[config.mk]
export PLATFORM = sky130hd
export DESIGN_NAME = pll_cfg_shifter_flat
export DESIGN_NICKNAME = d
export VERILOG_FILES = /design/src/rtl/pll_cfg_shifter_if.sv /design/src/rtl/pll_cfg_shifter.sv /design/src/flat_wrapper.sv
export SDC_FILE = /design/constraint.sdc
export NUM_CORES = 1
export LEC_CHECK = 0
export CELL_PAD_IN_SITES_DETAIL_PLACEMENT = 1
export CELL_PAD_IN_SITES_GLOBAL_PLACEMENT = 2
export CORE_MARGIN = 1
export CORE_UTILIZATION = 35
export DETAILED_ROUTE_END_ITERATION = 10
export PLACE_DENSITY_LB_ADDON = 0.1
export SLEW_MARGIN = 30
export SYNTH_ARGS = -nofsm -noshare
export SYNTH_HDL_FRONTEND = slang
export SYNTH_SLANG_ARGS = --single-unit
[constraint.sdc]
create_clock -name clk -period 3.85 [get_ports clk]
set_input_delay 0.77 -clock clk [delete_from_list [all_inputs] [get_ports clk]]
set_output_delay 0.77 -clock clk [all_outputs]
set_load 0.01 [all_outputs]
[src/rtl/pll_cfg_shifter_if.sv]
`default_nettype none
// +----------------------------------------------------------------------------+
// | Module      : pll_cfg_shifter_if                                           |
// | Description : Control and serial-pin bundle for the PLL config shifter.    |
// |               The master side requests transactions and plays the PLL;     |
// |               the slave side is the shifter itself.                        |
// | Revision    : 1.0 - initial release                                        |
// +----------------------------------------------------------------------------+
interface pll_cfg_shifter_if #(
  parameter int CFG_WIDTH = 30
);
  logic                 start;
  logic [CFG_WIDTH-1:0] cfg_data;
  logic                 busy;
  logic                 done;
  logic                 error;
  logic [CFG_WIDTH-1:0] rdata;
  logic                 sclk;
  logic                 sdi;
  logic                 sdo;
  logic                 pll_resetb;
  logic                 lock;

  modport master (
    output start, cfg_data, sdo, lock,
    input  busy, done, error, rdata, sclk, sdi, pll_resetb
  );

  modport slave (
    input  start, cfg_data, sdo, lock,
    output busy, done, error, rdata, sclk, sdi, pll_resetb
  );
endinterface
`default_nettype wire

[src/rtl/pll_cfg_shifter.sv]
`default_nettype none
// +----------------------------------------------------------------------------+
// | Module      : pll_cfg_shifter                                              |
// | Description : Holds the PLL in reset, shifts a configuration word in MSB   |
// |               first while reading the old word back, releases reset and   |
// |               waits (with timeout) for the PLL to report lock.             |
// | Revision    : 1.0 - initial release                                        |
// +----------------------------------------------------------------------------+
module pll_cfg_shifter #(
  parameter int CFG_WIDTH    = 30,
  parameter int SCLK_DIV     = 4,
  parameter int LOCK_TIMEOUT = 1024
) (
  input  wire logic        clk,
  input  wire logic        rst,
  pll_cfg_shifter_if.slave bus
);

  localparam int HALF_W = (SCLK_DIV > 1) ? $clog2(SCLK_DIV) : 1;
  localparam int WAIT_W = (LOCK_TIMEOUT > 1) ? $clog2(LOCK_TIMEOUT) : 1;

  localparam logic [HALF_W-1:0] HALF_LAST = HALF_W'(SCLK_DIV - 1);
  localparam logic [WAIT_W-1:0] WAIT_LAST = WAIT_W'(LOCK_TIMEOUT - 1);
  // Seven bits cover word lengths up to 64.
  localparam logic [6:0]        BIT_LAST  = 7'(CFG_WIDTH - 1);

  localparam logic [2:0] ST_IDLE       = 3'd0;
  localparam logic [2:0] ST_RST_ASSERT = 3'd1;
  localparam logic [2:0] ST_SHIFT      = 3'd2;
  localparam logic [2:0] ST_RELEASE    = 3'd3;
  localparam logic [2:0] ST_WAIT_LOCK  = 3'd4;
  localparam logic [2:0] ST_FINISH     = 3'd5;

  logic [2:0]           state;
  logic [HALF_W-1:0]    half_cnt;
  logic                 phase_high;
  logic [6:0]           bit_cnt;
  logic [WAIT_W-1:0]    wait_cnt;
  logic [CFG_WIDTH-1:0] cfg_sr;
  logic [CFG_WIDTH-1:0] rdata;
  logic                 busy;
  logic                 done;
  logic                 error;
  logic                 sclk;
  logic                 sdi;
  logic                 pll_resetb;
  logic                 lock_meta;
  logic                 lock_sync;

  assign bus.busy       = busy;
  assign bus.done       = done;
  assign bus.error      = error;
  assign bus.rdata      = rdata;
  assign bus.sclk       = sclk;
  assign bus.sdi        = sdi;
  assign bus.pll_resetb = pll_resetb;

  // Two-flop synchronizer bringing the asynchronous PLL lock into the clk domain.
  always_ff @(posedge clk or posedge rst) begin
    if (rst) begin
      lock_meta <= 1'b0;
      lock_sync <= 1'b0;
    end else begin
      lock_meta <= bus.lock;
      lock_sync <= lock_meta;
    end
  end

  // Transaction sequencer; every PLL-facing pin comes straight from a flop.
  always_ff @(posedge clk or posedge rst) begin
    if (rst) begin
      state      <= ST_IDLE;
      half_cnt   <= '0;
      phase_high <= 1'b0;
      bit_cnt    <= '0;
      wait_cnt   <= '0;
      cfg_sr     <= '0;
      rdata      <= '0;
      busy       <= 1'b0;
      done       <= 1'b0;
      error      <= 1'b0;
      sclk       <= 1'b0;
      sdi        <= 1'b0;
      pll_resetb <= 1'b1;
    end else begin
      done <= 1'b0;
      case (state)
        // FINISH also samples START so a held request restarts with no idle gap.
        ST_IDLE, ST_FINISH: begin
          if (bus.start) begin
            cfg_sr     <= bus.cfg_data;
            error      <= 1'b0;
            rdata      <= '0;
            busy       <= 1'b1;
            pll_resetb <= 1'b0;
            half_cnt   <= '0;
            state      <= ST_RST_ASSERT;
          end else begin
            state <= ST_IDLE;
          end
        end

        ST_RST_ASSERT: begin
          if (half_cnt == HALF_LAST) begin
            // First low phase starts here, so the MSB goes out now.
            half_cnt   <= '0;
            phase_high <= 1'b0;
            bit_cnt    <= '0;
            sdi        <= cfg_sr[CFG_WIDTH-1];
            cfg_sr     <= cfg_sr << 1;
            state      <= ST_SHIFT;
          end else begin
            half_cnt <= half_cnt + HALF_W'(1);
          end
        end

        ST_SHIFT: begin
          if (half_cnt != HALF_LAST) begin
            half_cnt <= half_cnt + HALF_W'(1);
          end else begin
            half_cnt <= '0;
            if (!phase_high) begin
              // Rising SCLK: capture the PLL's current SDO bit at the same edge.
              phase_high <= 1'b1;
              sclk       <= 1'b1;
              rdata      <= (rdata << 1) | CFG_WIDTH'(bus.sdo);
            end else begin
              phase_high <= 1'b0;
              sclk       <= 1'b0;
              if (bit_cnt == BIT_LAST) begin
                sdi   <= 1'b0;
                state <= ST_RELEASE;
              end else begin
                bit_cnt <= bit_cnt + 7'd1;
                sdi     <= cfg_sr[CFG_WIDTH-1];
                cfg_sr  <= cfg_sr << 1;
              end
            end
          end
        end

        ST_RELEASE: begin
          if (half_cnt == HALF_LAST) begin
            pll_resetb <= 1'b1;
            wait_cnt   <= '0;
            state      <= ST_WAIT_LOCK;
          end else begin
            half_cnt <= half_cnt + HALF_W'(1);
          end
        end

        ST_WAIT_LOCK: begin
          // Lock is tested first so it beats a simultaneous timeout.
          if (lock_sync) begin
            done  <= 1'b1;
            busy  <= 1'b0;
            error <= 1'b0;
            state <= ST_FINISH;
          end else if (wait_cnt == WAIT_LAST) begin
            done  <= 1'b1;
            busy  <= 1'b0;
            error <= 1'b1;
            state <= ST_FINISH;
          end else begin
            wait_cnt <= wait_cnt + WAIT_W'(1);
          end
        end

        default: begin
          state <= ST_IDLE;
        end
      endcase
    end
  end

endmodule
`default_nettype wire

[src/flat_wrapper.sv]
// flat-port wrapper written by rule: the top's interface ports become plain ports
module pll_cfg_shifter_flat 
#(
  parameter int CFG_WIDTH    = 30,
  parameter int SCLK_DIV     = 4,
  parameter int LOCK_TIMEOUT = 1024
)
  (clk, rst, bus_start, bus_cfg_data, bus_sdo, bus_lock, bus_busy, bus_done, bus_error, bus_rdata, bus_sclk, bus_sdi, bus_pll_resetb);
  pll_cfg_shifter_if #(.CFG_WIDTH(CFG_WIDTH)) bus_i ();
  input  wire logic clk;
  input  wire logic rst;
  input wire logic [$bits(bus_i.start)-1:0] bus_start;
  input wire logic [$bits(bus_i.cfg_data)-1:0] bus_cfg_data;
  input wire logic [$bits(bus_i.sdo)-1:0] bus_sdo;
  input wire logic [$bits(bus_i.lock)-1:0] bus_lock;
  output wire logic [$bits(bus_i.busy)-1:0] bus_busy;
  output wire logic [$bits(bus_i.done)-1:0] bus_done;
  output wire logic [$bits(bus_i.error)-1:0] bus_error;
  output wire logic [$bits(bus_i.rdata)-1:0] bus_rdata;
  output wire logic [$bits(bus_i.sclk)-1:0] bus_sclk;
  output wire logic [$bits(bus_i.sdi)-1:0] bus_sdi;
  output wire logic [$bits(bus_i.pll_resetb)-1:0] bus_pll_resetb;
  assign bus_i.start = bus_start;
  assign bus_i.cfg_data = bus_cfg_data;
  assign bus_i.sdo = bus_sdo;
  assign bus_i.lock = bus_lock;
  assign bus_busy = bus_i.busy;
  assign bus_done = bus_i.done;
  assign bus_error = bus_i.error;
  assign bus_rdata = bus_i.rdata;
  assign bus_sclk = bus_i.sclk;
  assign bus_sdi = bus_i.sdi;
  assign bus_pll_resetb = bus_i.pll_resetb;
  pll_cfg_shifter #(.CFG_WIDTH(CFG_WIDTH), .SCLK_DIV(SCLK_DIV), .LOCK_TIMEOUT(LOCK_TIMEOUT)) u_core (.clk(clk), .rst(rst), .bus(bus_i));
endmodule
# Word-level counts from Yosys, hierarchy flattened
# Cells that the tools add are included.
# totals
output_inout_bits	36
in_bits	35
reg_bits	91
# op_classes
add_sub_neg	3
bitwise	2
n_reduce_logical	20
eq_ne	21
mux	55
# op_table
operator	n
$mux 30	8
$pmux 30 s3	1
$pmux 30 s2	1
$mux 10	3
$or 30x1->30	1
$mux 7	4
$mux 3	7
$pmux 10 s2	1
$mux 1	18
$ne 2x2->1 const B	8
$pmux 3 s5	1
$pmux 7 s2	1
$reduce_and 3->1	4
$reduce_and 4->1	3
$reduce_and 6->1	2
$add 10x1->10 const B	1
$eq 10x10->1 const B	1
$pmux 1 s2	5
$reduce_bool 2->1	5
$mux 2	4
$ne 2x1->1 const B	4
$pmux 2 s4	1
$add 7x1->7 const B	1
$eq 7x5->1 const B	1
13 further kinds	15

# Logic depth before layout (Yosys ltp)
# logic_depth
depth_word	5
depth_mapped	8
depth_no_buf	6

# Least setup slack after synthesis
# OpenSTA, ideal clock, no wires.
# synth_timing
kind	input -> register
startpoint	input bus_start
endpoint	register u_core.cfg_sr[0]
setup_time_ns	0.127
path_slack_ns	1.896
t_arrival_ns	1.826
stages	5
required_time_ns	3.723
path_cell_list	nand2b_1 -> a221oi_1 -> a211oi_4 -> buf_6 -> mux2_1
# synth_between
elab_chain_cells	2
# synth_lines
item	line_no	text
start: declaration	flat_wrapper.sv:12	input wire logic [$bits(bus_i.start)-1:0] bus_start;
$ne 2x2->1 (no line)	-	
$reduce_and 6->1 (no line)	-	
end signal: assignment	pll_cfg_shifter.sv:91	cfg_sr <= bus.cfg_data;
end signal: assignment	pll_cfg_shifter.sv:110	cfg_sr <= cfg_sr << 1;
end signal: assignment	pll_cfg_shifter.sv:136	cfg_sr <= cfg_sr << 1;
end: declaration	pll_cfg_shifter.sv:39	logic [CFG_WIDTH-1:0] cfg_sr;
# No other way between the ends.
# A chain may end at the register's enable or synchronous reset.

# Final worst setup path
# layout_timing
startpoint	register u_core.state[0]
endpoint	register u_core.cfg_sr[15]
# layout_between
elab_chain_cells	4
elab_cells_between_ends	13
cone_classes	eq/ne: 8; mux: 1; reduce/logical: 4
# layout_lines
item	line_no	text
start: declaration	pll_cfg_shifter.sv:34	logic [2:0] state;
start signal: assignment	pll_cfg_shifter.sv:72	state <= ST_IDLE;
start signal: assignment	pll_cfg_shifter.sv:97	state <= ST_RST_ASSERT;
start signal: assignment	pll_cfg_shifter.sv:99	state <= ST_IDLE;
$eq 3x3->1 or $logic_not 3->1 (tied branches)	pll_cfg_shifter.sv:87	case (state)
$reduce_or 2->1	pll_cfg_shifter.sv:87	
$ne 2x2->1 (no line) or $reduce_bool 3->1 (tied branches)	-	
$reduce_and 6->1 (no line)	-	
# Several ways; a longest one is shown, not always the timed one.

==> impl_metrics.json <==
{
  "peakVddDrop_mv": 0.1565,
  "avgSynthCellArea_um2": 11.05,
  "p_clk_share_pct": 45.5,
  "synth-warning-count": 0,
  "dp_slack_ns": 0.9475,
  "yosys.area_share.xor_xnor_pct": 0.1882,
  "finalPower_mw": 1.992,
  "htreeDepth": 3,
  "crit_chain": "nand2b_1 -> a21oi_2 -> buf_4 -> mux2_2 -> mux2_1",
  "die_area_um2": 13760,
  "grt_pass1_wl_mm": 17.81,
  "cp-start-kind": "flip-flop",
  "synth_top_family_by_area": "multiplexers",
  "syn_to_final_growth_pct": 25.28,
  "ctsResizeCount": 0,
  "dominantRegCellSynth": "dfrtp_1",
  "hpwl_mm": 6.994,
  "p_seq_share_pct": 49.4,
  "synth_edf_count": 0,
  "internal_power_mw": 1.572,
  "async_flop_share_pct": 100.0,
  "syn_area_um2": 4653,
  "grt_pass1_vias": 3559,
  "nFillCells": 1379,
  "top_layer": "met4",
  "core_area_um2": 12770,
  "vias_per_cell": 5.065,
  "power.switching_mw": 0.4199,
  "io_pins": 71,
  "die_h_um": 117.3,
  "synthAdderAreaFrac_pct": 1.076,
  "port-buffer-count": 70,
  "final_hold_viol_count": 0,
  "path_class": "reg -> reg",
  "skew_ns": 0.008010,
  "reg2reg_slack_ns": 1.25,
  "ant_nets": 0,
  "cts-buffers-inserted": 9,
  "synth_seq_area_share_pct": 48.96,
  "gp_congestion": 0.7128,
  "start_util_pct": 36.43,
  "drc_errors": 0,
  "outcome": "completed",
  "grt_use_total_pct": 16.11,
  "detail_route.wl_per_cell_um": 15.50,
  "grt_overflow": 0,
  "cts_tree": "built",
  "switching_share_pct": 21.08,
  "place_area_um2": 5527,
  "max-slew-margin-rel_pct": 44.93,
  "synth-simple-area-share_pct": 13.01,
  "multiInputGateArea_um2": 2131,
  "final_cells": 662,
  "clkLatencyLatePin_ns": 0.34,
  "diodes": 0,
  "clk_pin_slew_ns": 0.06,
  "wl_met1_mm": 4.964,
  "ys_top_cells_by_count": "90 x dfrtp_1, 57 x mux2_2, 38 x nand2_1, 36 x inv_1, 32 x mux2i_1",
  "drive_above_1_share_pct": 17.96,
  "drt_pass1_iterations": 4,
  "min_period_ns": 2.597,
  "fin_setup_tns_ns": 0,
  "cts.sinks": 91,
  "syn_nets": 460,
  "routed-wl-met2_mm": 4.581,
  "slowest_stage": "dfrtp_1",
  "synth_most_common_cell": "dfrtp_1",
  "max_freq_ghz": 0.3850,
  "synth_cell_types": 52,
  "arrival_ns": 2.82,
  "synth_top_cell_by_area": "dfrtp_1",
  "postCtsHoldBufs": 0,
  "synthTopCellsByArea": "dfrtp_1 48%, mux2_2 14%, mux2i_1 6.9%",
  "clk_path_buf_depth": 2,
  "cp.buffers_inverters": 1,
  "finalNetCount": 525,
  "grt_max_degree": 48,
  "p_leak_nw": 2.727,
  "route.met3.wl_um": 522,
  "ctsRootBufferMaster": "clkbuf_16",
  "comb_power_share_pct": 5.1,
  "crit_family": "flip-flops",
  "seqCellArea_um2": 2278,
  "maxSlewViolCount": 0,
  "yosysTopAreaCellShare_pct": 48.40,
  "power.density_nw_per_um2": 341.7,
  "final_area_um2": 5829,
  "max_stage_delay_ns": 0.88,
  "final_util_pct": 45.64,
  "hp-class": "reg -> reg",
  "fin_crit_sh_pct": 67.46,
  "cp-end-kind": "flip-flop",
  "drt-initial-drc-count": 129,
  "wirelength_mm": 10.26,
  "rsz0062_at_grt": "false",
  "syn_inst": 421,
  "placedCellCount": 647,
  "fp.dieW_um": 117.3,
  "cap_violations": 0,
  "via_count": 3353,
  "worst_pin_slew_ns": 0.8260,
  "whs_ns": 0.3478,
  "ys_ff_latch": 91,
  "layout_setup_ws_ns": 1.253,
  "critPathRequiredTime_ns": 4.07,
  "synth.area.mux_share_pct": 21.89,
  "std_cell_rows": 41,
  "critical_path_peak_fanout": 30,
  "antenna_found_initial": 0,
  "post_cts_buffers": 0,
  "synth_compound_area_share_pct": 9.008,
  "setup_viol": 0
}
-- path summary, 6_finish.rpt --
path | cells past startpoint | from | end
setup / recovery | 5 | u_core.state[0] | u_core.cfg_sr[15]
hold / removal | 0 | u_core.lock_meta | u_core.lock_sync
setup reg to reg | 5 | u_core.state[0] | u_core.cfg_sr[15]
hold reg to reg | 0 | u_core.lock_meta | u_core.lock_sync
max in group asynchronous | 3 | rst | u_core.bus.pll_resetb
min in group asynchronous | 2 | rst | u_core.cfg_sr[22]
-- kinds of logic after synthesis --
logic type	after synthesis
mux	94
simple gates	111
fa+ha+maj	4
buf+inv	59
flops	91
xor+xnor	1
compound gates	61
-- power by group through the flow --
stage               registers (mW)  logic, mW  clock network [mW]
global route                 0.985      0.114               0.976
finish                       0.983      0.101               0.907
floorplan                     1.00     0.0421                   0
detailed placement            1.00      0.105                   0
CTS                          0.983      0.106               0.939
global placement              1.00      0.103                   0
-- worst register-to-register path: stages (launching register included) --
cell      delay [ns]
dfrtp_1         0.88
nand2b_1        0.35
a21oi_2         0.21
buf_4           0.37
mux2_2          0.40
mux2_1          0.29
-- registers in the layout, indices dropped and copies added, names as in the netlist --
signal / flops
u_core.lock_meta: 1
u_core.bus.error: 1
u_core.bus.done: 1
u_core.bit_cnt: 7
u_core.bus.rdata: 30
u_core.bus.busy: 1
u_core.lock_sync: 1
u_core.state: 3
u_core.bus.sclk: 1
u_core.wait_cnt: 10
u_core.bus.sdi: 1
u_core.phase_high: 1
u_core.cfg_sr: 30
u_core.bus.pll_resetb: 1
u_core.half_cnt: 2
-- layout make-up --
cell class,count,share of cell area [%]
Sequential cell,91,39.09
Multi-Input combinational cell,271,36.55
Timing Repair Buffer,77,13.14
Clock buffer,12,4.400
Tap cell,172,3.692
Inverter,36,2.340
Clock inverter,3,0.7942
-- cells in the final DEF, fill, tap and decap left out, types with 9 or more instances in the layout --
cell / n
inv_1: 35
mux2_2: 57
nand2_1: 38
a21oi_1: 12
nand3_1: 10
dfrtp_1: 90
mux2i_1: 32
nor2_1: 16
clkbuf_16: 9
clkdlybuf4s50_1: 70
o21ai_0: 10
-- routing by layer --
metal  track usage, %  vias to the layer above
met1            21.39                     1668
met3            4.377                       15
met4            7.305                        0
li1                 -                     1611
met5                0                        -
met2            24.37                       59
(Power assumes the default switching activity.)
